File: config.mk
export PLATFORM = sky130hd
export DESIGN_NAME = music_player
export DESIGN_NICKNAME = d
export VERILOG_FILES = /design/src/rtl/music_player_pkg.sv /design/src/rtl/music_player_tone_gen.sv /design/src/rtl/music_player.sv
export SDC_FILE = /design/constraint.sdc
export NUM_CORES = 1
export LEC_CHECK = 0
export ABC_AREA = 1
export CORE_AREA = 2 2 97 99
export CTS_CLUSTER_DIAMETER = 50
export DETAILED_ROUTE_END_ITERATION = 16
export DIE_AREA = 0 0 99 101
export PLACE_DENSITY = 0.82
export SYNTH_ARGS = -nofsm -noshare
export SYNTH_HDL_FRONTEND = slang
export SYNTH_SLANG_ARGS = --single-unit
File: constraint.sdc
create_clock -name clk -period 6.1 [get_ports clk]
set_clock_uncertainty 0.15 [all_clocks]
set_input_delay 0.915 -clock clk [delete_from_list [all_inputs] [get_ports clk]]
set_output_delay 0.915 -clock clk [all_outputs]
set_load 0.02 [all_outputs]
File: src/rtl/music_player_pkg.sv
// Shared definitions for the song sequencer: state encoding, duration unit,
// rest threshold and the default widths shared with the song ROM.
package music_pkg;

    typedef enum logic [1:0] {
        IDLE = 2'd0,
        LOAD = 2'd1,
        PLAY = 2'd2,
        DONE = 2'd3
    } state_t;

    // A ROM duration of 0 is treated as this many eighth units.
    localparam int EIGHTH = 1;
    // Half-period counts at or below this value are rests.
    localparam int REST = 1;

    localparam int DEF_NUM_W  = 10;
    localparam int DEF_NOTE_W = 20;
    localparam int DEF_DUR_W  = 5;

endpackage

File: src/rtl/music_player_tone_gen.sv
// Square-wave generator: toggles sq every half_period clocks, holds sq low
// for rests or while clear is asserted.
module tone_gen
    import music_pkg::*;
#(
    parameter int NOTE_W = DEF_NOTE_W
) (
    input  logic              clk,
    input  logic              rst_n,
    input  logic              clear,
    input  logic [NOTE_W-1:0] half_period,
    output logic              sq
);

    logic [NOTE_W-1:0] tone_cnt;

    always_ff @(posedge clk or negedge rst_n) begin
        if (!rst_n) begin
            tone_cnt <= '0;
            sq       <= 1'b0;
        end else if (clear || (half_period <= NOTE_W'(REST))) begin
            tone_cnt <= '0;
            sq       <= 1'b0;
        end else if (tone_cnt == (half_period - NOTE_W'(1))) begin
            tone_cnt <= '0;
            sq       <= ~sq;
        end else begin
            tone_cnt <= tone_cnt + NOTE_W'(1);
        end
    end

endmodule

File: src/rtl/music_player.sv
// Song sequencer: walks the song ROM entry by entry, timing each entry in
// eighth-note beats and driving the speaker through tone_gen.
module music_player
    import music_pkg::*;
#(
    parameter int CLK_HZ        = 50_000_000,
    parameter int EIGHTH_CYCLES = CLK_HZ / 8,
    parameter int SONG_LEN      = 45,
    parameter int NUM_W         = DEF_NUM_W,
    parameter int NOTE_W        = DEF_NOTE_W,
    parameter int DUR_W         = DEF_DUR_W
) (
    input  logic              clk,
    input  logic              rst_n,
    input  logic              start,
    input  logic              stop,
    input  logic              loop_en,
    input  logic [NOTE_W-1:0] note,
    input  logic [DUR_W-1:0]  duration,
    output logic [NUM_W-1:0]  number,
    output logic              speaker,
    output logic              busy,
    output logic              done
);

    localparam int BEAT_W = (EIGHTH_CYCLES > 1) ? $clog2(EIGHTH_CYCLES) : 1;
    localparam logic [BEAT_W-1:0] BEAT_LAST = BEAT_W'(EIGHTH_CYCLES - 1);
    localparam logic [NUM_W-1:0]  LAST_IDX  = NUM_W'(SONG_LEN - 1);

    state_t             state;
    logic [NOTE_W-1:0]  note_q;
    logic [DUR_W-1:0]   rem;
    logic [BEAT_W-1:0]  beat_cnt;
    logic               tone_clear;

    // Silence the tone everywhere except an uninterrupted PLAY cycle.
    assign tone_clear = (state != PLAY) || stop;

    tone_gen #(.NOTE_W(NOTE_W)) u_tone (
        .clk         (clk),
        .rst_n       (rst_n),
        .clear       (tone_clear),
        .half_period (note_q),
        .sq          (speaker)
    );

    always_ff @(posedge clk or negedge rst_n) begin
        if (!rst_n) begin
            state    <= IDLE;
            number   <= '0;
            busy     <= 1'b0;
            done     <= 1'b0;
            note_q   <= '0;
            rem      <= '0;
            beat_cnt <= '0;
        end else if (stop) begin
            state    <= IDLE;
            number   <= '0;
            busy     <= 1'b0;
            done     <= 1'b0;
            beat_cnt <= '0;
        end else begin
            case (state)
                IDLE: begin
                    number <= '0;
                    done   <= 1'b0;
                    if (start) begin
                        state <= LOAD;
                        busy  <= 1'b1;
                    end
                end
                LOAD: begin
                    note_q   <= note;
                    rem      <= (duration == '0) ? DUR_W'(EIGHTH) : duration;
                    beat_cnt <= '0;
                    state    <= PLAY;
                end
                PLAY: begin
                    if (beat_cnt == BEAT_LAST) begin
                        beat_cnt <= '0;
                        if (rem == DUR_W'(1)) begin
                            if (number < LAST_IDX) begin
                                number <= number + NUM_W'(1);
                                state  <= LOAD;
                            end else if (loop_en) begin
                                number <= '0;
                                state  <= LOAD;
                            end else begin
                                state <= DONE;
                                busy  <= 1'b0;
                                done  <= 1'b1;
                            end
                        end else begin
                            rem <= rem - DUR_W'(1);
                        end
                    end else begin
                        beat_cnt <= beat_cnt + BEAT_W'(1);
                    end
                end
                DONE: begin
                    number <= '0;
                    done   <= 1'b0;
                    state  <= IDLE;
                end
                default: state <= IDLE;
            endcase
        end
    end

endmodule

* Word-level counts from Yosys, hierarchy flattened
Index checks and enable logic that the tools add are counted.
** Storage, ports and cells
- Register bits :: 83
- Latch bits :: 0
- Bits in writable memories :: 0
- Bits in read-only memories :: 0
- Output and inout bits :: 13
- Logic and storage cells :: 86
- Memories :: 0
** Operators by class
- Add/sub/neg operators :: 5
- $mul :: 0
- Div/mod/pow operators :: 0
- Magnitude comparators :: 2
- Equality and inequality tests :: 15
- Shifts and indexed selects :: 0
- Muxes and demuxes :: 37
- Bitwise gates (word level) :: 2
- Reductions and logical operators :: 16
** Operator list (count)
- 10-bit 2-to-1 mux :: 5
- 23-bit 2-to-1 mux :: 2
- 23-bit case mux with 2 select lines :: 1
- 20-bit 2-to-1 mux :: 2
- 23-bit by 1-bit adder with 23-bit output, second input constant :: 1
- 23-bit == test, second input constant :: 1
- 20-bit by 1-bit adder with 20-bit output, second input constant :: 1
- 20-bit == test :: 1
- 20-bit by 1-bit <= comparator with 1-bit output, second input constant :: 1
- 10-bit case mux with 2 select lines :: 1
- 20-bit by 1-bit subtractor with 20-bit output, second input constant :: 1
- 5-bit 2-to-1 mux :: 3
- 3-bit inequality test, second input constant :: 5
- 1-bit 2-to-1 mux :: 13
- 2-bit 2-to-1 mux :: 6
- 10-bit by 1-bit adder with 10-bit output, second input constant :: 1
- 10-bit by 6-bit less-than comparator with 1-bit output, second input constant :: 1
- 5-bit case mux with 2 select lines :: 1
- 3-bit nonzero test :: 3
- 2-bit case mux with 4 select lines :: 1
- 4-bit AND reduction :: 2
- 2-bit inequality test, second input constant :: 3
- 6-bit AND reduction :: 1
- 5-bit by 1-bit == test with 1-bit output, second input constant :: 1
- other kinds (14) :: 19

* Depth between registers and ports, before layout
- Depth in word-level cells :: 6
- Gate-level depth with buffers :: 15
- Mapped depth without buffers :: 14

* Hierarchy
A second synthesis with hierarchy kept.
** Unflattened totals
- Cell total of the unflattened synthesis :: 785
- Area, all modules :: 5383.9 µm²
** By module, submodules not included
- music_player :: times used 1, cells an instance 475, area each 3394.5 µm², seq. area each 1551.5 µm²
- tone_gen :: times used 1, cells an instance 310, area each 1989.4 µm², seq. area each 525.5 µm²

* Worst setup path after synthesis
OpenSTA, ideal clock, no wires.
- Path kind :: input to register
- From :: input port stop
- To :: register note_q[15]
- Library setup time :: 0.125 ns
- Arrival time :: 1.874 ns
- Data required time :: 5.825 ns
- Path slack :: 3.951 ns
- Cell stages on the path :: 4
- Cells stage by stage :: inv_2 nand2_1 clkbuf_1 mux2_2
** On the way
- Cells in the longest elaborated chain, start to end :: 2
** RTL lines
- from (decl) :: RTL line music_player.sv:16 : input logic stop,
- 1-bit inverter (no source line)
- 2-bit AND reduction (no source line)
- to (signal assigned) :: RTL line music_player.sv:73 : note_q <= note;
- to (decl) :: RTL line music_player.sv:31 : logic [NOTE_W-1:0] note_q;
No other way between the ends.
A chain may end at the register's enable or synchronous reset.

* Final worst setup path
- From :: input port stop
- To :: register beat_cnt[20]
** On the way
- Cells in the longest elaborated chain, start to end :: 1
** RTL lines
- 3-bit nonzero test (no source line) / 23-bit 2-to-1 mux (equally long branches)
- to (signal assigned) :: RTL line music_player.sv:97 : beat_cnt <= beat_cnt + BEAT_W'(1);
- to (decl) :: RTL line music_player.sv:33 : logic [BEAT_W-1:0] beat_cnt;
Parallel ways exist; a longest one is shown, timed or not.

==> results_dict.tcl <==
set metrics [dict create \
    critPathCapture "beat_cnt[20]" \
    final_util_pct 66.0 \
    netlist_area_um2 5230 \
    drtPass1Iterations 5 \
    irDropWorstVdd_uv 255 \
    yosysWarningCount 0 \
    crit_arrival_ps 3100 \
    synth_seq_cells 83 \
    worst-path-buf-inv 4 \
    clockPowerShare_pct 21.1 \
    synth.cells.most_frequent "151 x nand2_1, 91 x inv_1, 88 x nor2_1" \
    internal_power_uw 1130 \
    routed_wl_mm 11.9 \
    seqPwrFrac_pct 39.9 \
    drive_above_1_share_pct 9.36 \
    startpoint "stop" \
    fmaxAchievable_ghz 0.335 \
    cts_sinks 83 \
    synth_top_cell_by_area "dfrtp_1" \
    root_buffer "clkbuf_8" \
    hold_viol_final 0 \
    startpoint_type "input port" \
    status "finished clean" \
    synth_most_common_cell "nand2_1" \
    finalSetupTns_ps 0 \
    cp_max_fo 11 \
    antenna_found_initial 0 \
    dieArea_um2 10000 \
    end_kind "flip-flop" \
    worstSkewPairLatency_ps 370 \
    rows 35 \
    via_per_inst 5.39 \
    seq_area_um2 2080 \
    crit_path_max_incr_delay_ps 520 \
    boundaryPins 43 \
    power_density_nw_per_um2 327 \
    fillCellCount 768 \
    period_minus_slack_ps 2980 \
    syn_area_per_cell_um2 7.50 \
    final_area_um2 5920 \
    overflow 0 \
    slew_headroom_pct 29.4 \
    required_ps 6220 \
    cts_resized 0 \
    cpMaxStageDelayCell "clkdlybuf4s50_1" \
    htree_levels 3 \
    fp.dieW_um 99 \
    worstSetupPathType "in2reg" \
    gp_congestion 0.972 \
    multi_input_area_um2 2730 \
    nets 783 \
    ff2ff_path_depth 8 \
    synth.area.top_cells "dfrtp_1 40%, nand2_1 11%, inv_1 6.5%" \
    switchingPower_uw 809 \
    period_share_pct 48.9 \
    report.final.slew_viol_count 0 \
    cts_tree "done" \
    switching_share_pct 41.7 \
    diodes 0 \
    cts-buffers-inserted 9 \
    cp.depth 8 \
    drc 0 \
    grt_pass1_wl_mm 20.2 \
    setup_viol 0 \
    critPathTopFamily "buffers and inverters" \
    port_buffers 42 \
    area_growth_pct 13.2 \
    synth_nets 738 \
    place_area_um2 5730 \
    core-area_um2 8980 \
    grt_max_degree 84 \
    rrSetupSlack_ps 3300 \
    cp_common_cell "nand2_1" \
    rsz0062_at_grt "false" \
    synth_edf_count 0 \
    postSynthCellCount 698 \
    yosysTopAreaCellShare_pct 39.7 \
    grt.total_usage_pct 25.2 \
    leakage_uw 0.00262 \
    r2r_end "beat_cnt[20]" \
    wl_per_cell_um 13.8 \
    synth_seq_area_share_pct 39.7 \
    clockBufferDepth 2 \
    synth.distinct_cells 38 \
    path_cells "clkdlybuf4s50_1 -> inv_2 -> nand2_1 -> nor2_1 -> inv_1 -> nand2_1 -> clkinv_1 -> nor3b_1" \
    hpwl_mm 8.72 \
    synth_ff_type "dfrtp_1" \
    clk_pin_slew_ps 90 \
    drtIter0Drc 291 \
    tightest_slew_ps 1060 \
    async_reset_ff_share_pct 100 \
    antenna_left 0 \
    die_y_um 101 \
    rr_startpoint "state[0]" \
    hp-class "reg2reg" \
    grt_pass1_vias 4476 \
    cts_hold_buffers 0 \
    start_util_pct 58.3 \
    via_count 4627 \
    maxCapViolCount 0 \
    post_cts_buffers 0 \
    combPwrFrac_pct 39.0 \
    min-delay-start "state[1]" \
]
-- cell type report --
cell class / instances / share of cell area (%)
clock inverters: 4 / 0.845
flip-flops and latches: 83 / 35.1
repair buffers: 43 / 7.18
well taps: 111 / 2.35
inverters: 94 / 5.96
clock buffers: 12 / 2.45
multi-input cells: 512 / 46.1
-- power groups by stage --
stage                     clock network, uW  logic (uW)  registers, uW
after floorplan                           0         579            753
after global placement                    0         719            778
after detailed placement                  0         748            782
after CTS                               415         754            773
after global routing                    441         862            788
final                                   409         756            774
-- worst min path at each step --
stage | end | slack, ps | depth (start not counted)
final | state[1] | 370 | 2
after global routing | state[1] | 380 | 2
after CTS | state[1] | 370 | 2
after detailed placement | done | 320 | 2
after global placement | state[1] | 330 | 2
after floorplan | state[1] | 320 | 2
-- per-layer routing --
| metal | global-route usage [%] | vias to the layer above | part of all wire [%] |
|---|---|---|---|
| met4 | 8.11 | 0 | 1.4 |
| met2 | 44.3 | 116 | 51 |
| li1 | - | 2332 | - |
| met5 | 0 | - | 0 |
| met1 | 31.4 | 2165 | 43 |
| met3 | 4.79 | 14 | 5.1 |
-- sequential cells by signal (all words and copies together) (netlist names) --
name / flops
beat_cnt: 23
note_q: 20
u_tone.tone_cnt: 20
number: 10
rem: 5
state: 2
busy: 1
done: 1
u_tone.sq: 1
-- placed cells by master, fill, tap and decap left out, types with 2 or more instances in the layout --
| cell | n |
|---|---|
| clkbuf_8 | 10 |
| nor2_2 | 28 |
| a21oi_1 | 27 |
| nand3b_1 | 6 |
| nand4_1 | 14 |
| nand3_2 | 3 |
| mux2_2 | 12 |
| xor2_1 | 21 |
| nor3_1 | 21 |
| nor3b_1 | 2 |
| nor2_1 | 88 |
| nor4_1 | 6 |
| nand2_4 | 2 |
| nor2_4 | 3 |
| nand2_1 | 151 |
| clkdlybuf4s50_1 | 41 |
| inv_2 | 2 |
| nand3_1 | 57 |
| buf_4 | 2 |
| clkbuf_1 | 2 |
| clkinvlp_4 | 2 |
| inv_1 | 91 |
| ha_1 | 10 |
| xnor2_1 | 19 |
| o211ai_1 | 3 |
| o21ai_0 | 28 |
| o31ai_1 | 2 |
| dfrtp_1 | 83 |
-- worst register-to-register path: cells and delay by family (launching register included) --
family	cells	cell delay [ps]
flops	1	390
fa+ha+maj	1	400
simple gates	4	1140
buf+inv	3	620
-- metrics by stage --
step / cells / setup WS, ps / hold WS (ps) / total power, uW
CTS: 859 / 3140 / 372 / 1940
global route: 859 / 2910 / 382 / 2090
floorplan: 698 / 3950 / 316 / 1330
finish: 859 / 3120 / 368 / 1940
global placement: 843 / 2880 / 334 / 1500
detailed placement: 843 / 2800 / 325 / 1530
-- cells by family after synthesis --
logic type / Yosys count / share of synthesized area, %
simple gates: 387 / 34.2
buf+inv: 103 / 8.08
flops: 83 / 39.7
compound gates: 63 / 6.36
xor+xnor: 40 / 6.70
mux: 12 / 2.58
fa+ha+maj: 10 / 2.39
No activity file was read; power rests on OpenSTA's default activity.
